## src/rtl/tx_frame_sched_pkg.sv

```systemverilog
// Mux select codes, scheduler FSM states and lane geometry for the x4 TX framing path.
package tx_frame_sched_pkg;

  localparam int LANES = 4;
  localparam logic [1:0] LAST_LANE = 2'(LANES - 1);

  localparam logic [3:0] CTRL_COM = 4'd0;
  localparam logic [3:0] CTRL_PAD = 4'd1;
  localparam logic [3:0] CTRL_SKP = 4'd2;
  localparam logic [3:0] CTRL_STP = 4'd3;
  localparam logic [3:0] CTRL_SDP = 4'd4;
  localparam logic [3:0] CTRL_END = 4'd5;
  localparam logic [3:0] CTRL_EDB = 4'd6;
  localparam logic [3:0] CTRL_FTS = 4'd7;
  localparam logic [3:0] CTRL_IDL = 4'd8;
  localparam logic [3:0] CTRL_TLP = 4'd9;

  typedef enum logic [3:0] {
    ST_IDLE,
    ST_SKP,
    ST_DSDP,
    ST_DDAT,
    ST_DEND,
    ST_TSTP,
    ST_TDAT,
    ST_TEND,
    ST_PAD
  } state_t;

  // Symbol driven while the FSM sits in a state; the SKP OS leads with COM on lane 0.
  function automatic logic [3:0] sym_code(input state_t st, input logic [1:0] sym,
                                          input logic nullified);
    logic [3:0] code;
    code = CTRL_IDL;
    case (st)
      ST_SKP:           code = (sym == 2'd0) ? CTRL_COM : CTRL_SKP;
      ST_DSDP:          code = CTRL_SDP;
      ST_TSTP:          code = CTRL_STP;
      ST_DDAT, ST_TDAT: code = CTRL_TLP;
      ST_DEND:          code = CTRL_END;
      ST_TEND:          code = nullified ? CTRL_EDB : CTRL_END;
      ST_PAD:           code = CTRL_PAD;
      default:          code = CTRL_IDL;
    endcase
    return code;
  endfunction

endpackage

```

## src/rtl/tx_frame_sched_skp_timer.sv

```systemverilog
// SKP ordered-set interval timer: raises pend every INTERVAL enabled cycles, held until clr.
// An expiry coinciding with clr keeps pend set so no interval is lost.
module tx_frame_sched_skp_timer #(
  parameter int INTERVAL = 1180
) (
  input  logic clk,
  input  logic rst,
  input  logic enb,
  input  logic clr,
  output logic pend
);

  localparam int TW = $clog2(INTERVAL);

  logic [TW-1:0] tmr;
  logic          expire;

  assign expire = enb && (tmr == TW'(INTERVAL - 1));

  always_ff @(posedge clk) begin
    if (rst) begin
      tmr  <= '0;
      pend <= 1'b0;
    end else begin
      if (enb) begin
        tmr <= expire ? '0 : tmr + TW'(1);
      end
      if (expire) begin
        pend <= 1'b1;
      end else if (clr) begin
        pend <= 1'b0;
      end
    end
  end

endmodule

```

## src/rtl/tx_frame_sched.sv

```systemverilog
// TX framing scheduler: lane-0 aligned IDL/SKP/DLLP/TLP sequencing into the x4 mux; registered outputs, 1-cycle latency.
// IN_ENB low freezes all state; define TX_NULLIFY_EN to let IN_ABORT end a TLP with EDB.
module tx_frame_sched
  import tx_frame_sched_pkg::*;
#(
  parameter int LEN_W        = 8,
  parameter int SKP_INTERVAL = 1180,
  parameter int DLLP_LEN     = 6
) (
  input  logic             CLK_1MHz,
  input  logic             IN_RESET_CLK,
  input  logic             IN_ENB,
  input  logic             IN_TLP_REQ,
  input  logic [LEN_W-1:0] IN_TLP_LEN,
  input  logic             IN_DLLP_REQ,
  input  logic             IN_ABORT,
  output logic             OUT_TLP_GNT,
  output logic             OUT_DLLP_GNT,
  output logic             OUT_DATA_RD,
  output logic [3:0]       OUT_CTRL,
  output logic             OUT_ENB,
  output logic             OUT_BUSY
);

  state_t           state, state_nxt;
  logic [1:0]       sym_ctr, sym_nxt;
  logic [LEN_W-1:0] len_ctr, len_nxt;
  logic             nullified, null_nxt;
  logic             skp_pend, skp_clr;
  logic             tlp_gnt_nxt, dllp_gnt_nxt, rd_nxt, busy_nxt;
  logic [3:0]       ctrl_nxt;
  logic             abort_hit;

`ifdef TX_NULLIFY_EN
  assign abort_hit = IN_ABORT;
`else
  logic unused_abort;
  assign unused_abort = IN_ABORT;
  assign abort_hit    = 1'b0;
`endif

  tx_frame_sched_skp_timer #(
    .INTERVAL(SKP_INTERVAL)
  ) u_skp_timer (
    .clk (CLK_1MHz),
    .rst (IN_RESET_CLK),
    .enb (IN_ENB),
    .clr (skp_clr),
    .pend(skp_pend)
  );

  // len_ctr counts payload symbols still to send after the one being issued.
  always_comb begin
    state_nxt    = state;
    sym_nxt      = sym_ctr + 2'd1;
    len_nxt      = len_ctr;
    null_nxt     = nullified;
    skp_clr      = 1'b0;
    tlp_gnt_nxt  = 1'b0;
    dllp_gnt_nxt = 1'b0;

    case (state)
      ST_IDLE: begin
        if (sym_ctr == LAST_LANE) begin
          if (skp_pend) begin
            state_nxt = ST_SKP;
            skp_clr   = 1'b1;
          end else if (IN_DLLP_REQ) begin
            state_nxt    = ST_DSDP;
            dllp_gnt_nxt = 1'b1;
            len_nxt      = LEN_W'(DLLP_LEN);
          end else if (IN_TLP_REQ && (IN_TLP_LEN != '0)) begin
            state_nxt   = ST_TSTP;
            tlp_gnt_nxt = 1'b1;
            len_nxt     = IN_TLP_LEN;
            null_nxt    = 1'b0;
          end
        end
      end
      ST_SKP: begin
        if (sym_ctr == LAST_LANE) state_nxt = ST_IDLE;
      end
      ST_DSDP: begin
        state_nxt = ST_DDAT;
        len_nxt   = len_ctr - LEN_W'(1);
      end
      ST_DDAT: begin
        if (len_ctr == '0) state_nxt = ST_DEND;
        else               len_nxt   = len_ctr - LEN_W'(1);
      end
      ST_TSTP: begin
        state_nxt = ST_TDAT;
        len_nxt   = len_ctr - LEN_W'(1);
      end
      ST_TDAT: begin
        if (abort_hit) begin
          state_nxt = ST_TEND;
          null_nxt  = 1'b1;
        end else if (len_ctr == '0) begin
          state_nxt = ST_TEND;
        end else begin
          len_nxt = len_ctr - LEN_W'(1);
        end
      end
      ST_DEND, ST_TEND: begin
        state_nxt = (sym_ctr == LAST_LANE) ? ST_IDLE : ST_PAD;
      end
      ST_PAD: begin
        if (sym_ctr == LAST_LANE) state_nxt = ST_IDLE;
      end
      default: state_nxt = ST_IDLE;
    endcase

    if (!IN_ENB) begin
      state_nxt    = state;
      sym_nxt      = sym_ctr;
      len_nxt      = len_ctr;
      null_nxt     = nullified;
      skp_clr      = 1'b0;
      tlp_gnt_nxt  = 1'b0;
      dllp_gnt_nxt = 1'b0;
    end

    // A frozen cycle recomputes the same symbol, so OUT_CTRL holds naturally.
    ctrl_nxt = sym_code(state_nxt, sym_nxt, null_nxt);
    rd_nxt   = IN_ENB && ((state_nxt == ST_TDAT) || (state_nxt == ST_DDAT));
    busy_nxt = (state_nxt != ST_IDLE);
  end

  always_ff @(posedge CLK_1MHz) begin
    if (IN_RESET_CLK) begin
      state        <= ST_IDLE;
      sym_ctr      <= '0;
      len_ctr      <= '0;
      nullified    <= 1'b0;
      OUT_CTRL     <= CTRL_IDL;
      OUT_ENB      <= 1'b0;
      OUT_TLP_GNT  <= 1'b0;
      OUT_DLLP_GNT <= 1'b0;
      OUT_DATA_RD  <= 1'b0;
      OUT_BUSY     <= 1'b0;
    end else begin
      state        <= state_nxt;
      sym_ctr      <= sym_nxt;
      len_ctr      <= len_nxt;
      nullified    <= null_nxt;
      OUT_CTRL     <= ctrl_nxt;
      OUT_ENB      <= IN_ENB;
      OUT_TLP_GNT  <= tlp_gnt_nxt;
      OUT_DLLP_GNT <= dllp_gnt_nxt;
      OUT_DATA_RD  <= rd_nxt;
      OUT_BUSY     <= busy_nxt;
    end
  end

endmodule

```

## config.mk

```make
export PLATFORM = sky130hd
export DESIGN_NAME = tx_frame_sched
export DESIGN_NICKNAME = d
export VERILOG_FILES = /design/src/rtl/tx_frame_sched_pkg.sv /design/src/rtl/tx_frame_sched_skp_timer.sv /design/src/rtl/tx_frame_sched.sv
export SDC_FILE = /design/constraint.sdc
export NUM_CORES = 1
export LEC_CHECK = 0
export ABC_AREA = 1
export CORE_UTILIZATION = 55
export DETAILED_ROUTE_END_ITERATION = 8
export GPL_ROUTABILITY_DRIVEN = 1
export GPL_TIMING_DRIVEN = 0
export PLACE_DENSITY = 0.78
export SLEW_MARGIN = 20
export SYNTH_ARGS = -nofsm -noshare
export SYNTH_HDL_FRONTEND = slang
export SYNTH_SLANG_ARGS = --single-unit
```

## constraint.sdc

```tcl
create_clock -name CLK_1MHz -period 2 [get_ports CLK_1MHz]
set_input_delay 0.4 -clock CLK_1MHz [delete_from_list [all_inputs] [get_ports CLK_1MHz]]
set_output_delay 0.4 -clock CLK_1MHz [all_outputs]
set_load 0.02 [all_outputs]
```

==> out/qor.csv <==
stage,metric,value,unit
cells_and_area,final_common_cell,nand2_1,
critical_path,end_kind,register,
clock_tree,root_buffer,clkbuf_4,
timing,max-slew-margin-rel,60.5,%
global_route,antenna_found_initial,0,
timing,tightest_slew,0.592,ns
routing,wire_per_inst,11.7,um
placed_design,place_congestion,0.843,
global_route,grt_use_total,23.5,%
global_route,grt_max_degree,13,
cells_and_area,final_area,2350,um2
placed_design,portBuffers,21,
yosys,syn_area,2000,um2
cells_and_area,layout.nets,328,
clock_tree,clockBufferDepth,2,
yosys,synth_cell_types,37,
cells_and_area,n_antenna_cell,0,
placed_design,placement.setup.worst_slack,-0.219,ns
global_route,grt_pass1_vias,1696,
run_status,status,"complete, no violations",
timing,finalSetupViolations,0,
pwr,leakage,0.964,nW
clock_tree,h-tree-depth,2,
timing,maxSlewViolCount,0,
die,boundaryPins,23,
yosys,synth_nets,300,
yosys,yosys_warnings,0,
clock_tree,cts_buffers,5,
critical_path,crit_fanout,5,
critical_path,cp_top_family,simple AND/OR/NAND/NOR gates,
clock_tree,clock_sinks,36,
clock_tree,insertion_delay,0.35,ns
yosys,yosysSeqAreaShare,36.0,%
timing,period_share,92.3,%
die,coreArea,3420,um2
clock_tree,path_clk_slew,0.11,ns
die,dieArea,3880,um2
die,die_h,62.3,um
routing,ant_nets,0,
critical_path,cp-start-kind,register,
timing,max_freq,542,MHz
cells_and_area,area_growth,17.6,%
critical_path,cp.arrival,2.08,ns
yosys,syn_area_per_cell,7.09,um2
die,start_util,58.5,%
critical_path,crit_required,2.24,ns
critical_path,crit_chain,"inv_2, ha_1, nand3_2, nor2_4, a21oi_2, nor2_2, nand2_2, a21oi_4, inv_4, nand3_1, and2_4, nand3_1",
placed_design,place_inst,349,
cells_and_area,final_layout_size_suffix_gt1_share,16.4,%
yosys,postSynthCellCount,282,
hold_path,hold_class,reg2reg,
die,row_count,21,
die,die_w,62.3,um
critical_path,cp.buffers_inverters,2,
clock_tree,hold_buffers,0,
cells_and_area,final_cell_mix,"nand2_1 (42), nor2_1 (38), dfxtp_1 (36)",
pwr,peakVddDrop,0.000464,V
routing,drc_errors,0,
timing,skew,0.00531,ns
pwr,powerDensity,623,nW/um2
placed_design,dp_hpwl,3130,um
critical_path,crit_slowest_cell,dfxtp_1,
routing,drt-initial-drc-count,128,
timing,hold_violations,0,
cells_and_area,instances_no_fill,357,
timing,setup_slack,0.153,ns
flow_run,max_cap_violations,0,
global_route,overflow,0,
routing,viasPerCell,5.10,
routing,num_vias,1821,
clock_tree,cts_tree,built,
critical_path,worst-setup-path-type,reg2reg,
timing,fin_crit,1.85,ns
placed_design,dpl_cell_area,2270,um2
routing,wl,4190,um
global_route,grt_pass1_wl,7270,um
routing,dr.pass1.iters,4,
critical_path,cp_slowest_stage_delay,0.33,ns
yosys,synth_seq_cells,36,
critical_path,path_common_cell,nand3_1,
clock_tree,postCtsSetupBuffers,0,
-- layer usage --
metal,routed length [um],GRT usage (%)
met1,1980,29.7
met2,1930,38.5
met3,197,5.51
met4,80,9.30
met5,0,0
-- registers in the layout, summed over array words and instances, names as in the netlist --
register          cells
nullified             1
u_skp_timer.pend      1
state                 4
OUT_CTRL              4
OUT_ENB               1
OUT_BUSY              1
sym_ctr               2
OUT_TLP_GNT           1
len_ctr               8
u_skp_timer.tmr      11
OUT_DATA_RD           1
OUT_DLLP_GNT          1
-- worst paths after layout --
path	cells past startpoint	end	startpoint	slack [ns]
hold / removal	2	nullified	nullified	0.46
setup reg to reg	12	OUT_CTRL[3]	len_ctr[0]	0.15
setup / recovery	12	OUT_CTRL[3]	len_ctr[0]	0.15
hold reg to reg	2	nullified	nullified	0.46
-- through the flow --
stage / utilization (%) / total power, mW / setup TNS, ns / hold slack, ns
2_1_floorplan: - / 0.965 / 0 / 0.426
3_3_place_gp: 66.4 / 1.04 / -2.06 / 0.444
3_5_place_dp: 66.4 / 1.05 / -2.62 / 0.445
4_1_cts: 68.3 / 1.47 / 0 / 0.463
5_1_grt: 68.8 / 1.55 / -0.00661 / 0.489
6_report: 68.8 / 1.46 / 0 / 0.455
-- worst register-to-register path, stage by stage (launching register included) --
cell	delay [ns]
dfxtp_1	0.33
inv_2	0.08
ha_1	0.18
nand3_2	0.10
nor2_4	0.14
a21oi_2	0.08
nor2_2	0.10
nand2_2	0.07
a21oi_4	0.24
inv_4	0.08
nand3_1	0.11
and2_4	0.16
nand3_1	0.07
-- logic make-up after synthesis --
logic type      after synthesis  synth area share [%]
compound gates               50                  16.2
xor+xnor                      8                  3.50
fa+ha+maj                     4                  2.50
buf+inv                      45                  8.76
flops                        36                  36.0
mux                           1                 0.501
simple gates                138                  32.5
-- cell type report --
class | instances | area [um2]
plain buffers | 4 | 16.3
clock buffers | 6 | 51.3
clock inverters | 2 | 15.0
fillers | 314 | 1060
inverters | 41 | 161
multi-input cells | 201 | 1120
flip-flops and latches | 36 | 721
well taps | 46 | 57.6
repair buffers | 21 | 210
-- Yosys cell counts --
| master | number | area share (%) |
|---|---|---|
| nand2_1 | 42 | 7.9 |
| nor2_1 | 38 | 7.1 |
| dfxtp_1 | 36 | 36 |
| inv_1 | 33 | 6.2 |
| nand3_1 | 22 | 5.5 |
| a21oi_1 | 19 | 4.8 |
| nand2_2 | 9 | 2.8 |
| nor2_2 | 9 | 2.8 |
| nor3_1 | 8 | 2.0 |
| o21ai_0 | 7 | 1.8 |
| inv_2 | 6 | 1.1 |
| o21ai_1 | 6 | 1.5 |
| xor2_1 | 5 | 2.2 |
| ha_1 | 4 | 2.5 |
| clkbuf_1 | 3 | 0.56 |
| xnor2_1 | 3 | 1.3 |
| a211oi_1 | 2 | 0.75 |
| a211oi_2 | 2 | 1.3 |
| a21oi_2 | 2 | 0.88 |
| a21oi_4 | 2 | 1.6 |
| a31oi_1 | 2 | 0.63 |
| inv_4 | 2 | 0.63 |
| nand2_4 | 2 | 1.1 |
| nor2_4 | 2 | 1.1 |
| o22ai_1 | 2 | 0.63 |
| o31ai_1 | 2 | 0.75 |
| o32ai_1 | 2 | 0.88 |
| and2_1 | 1 | 0.31 |
| and3_1 | 1 | 0.31 |
| buf_2 | 1 | 0.25 |
| mux2i_1 | 1 | 0.50 |
| nand3_2 | 1 | 0.50 |
| nor4_1 | 1 | 0.31 |
| o21a_1 | 1 | 0.38 |
| o21ai_2 | 1 | 0.44 |
| or2_1 | 1 | 0.31 |
| or3_1 | 1 | 0.31 |
-- power breakdown --
part / switching [mW] / internal (mW)
Clock: 0.256 / 0.171
Sequential: 0.0197 / 0.743
Combinational: 0.164 / 0.110
Total: 0.440 / 1.02
-- repair_timing --
item / 4_1_cts / 5_1_grt
resized for setup: 0 / 6
setup endpoints to repair: 0 / 5
endpoints found under the hold margin: 0 / 0
Note: power is estimated with default switching activity, not from simulation.
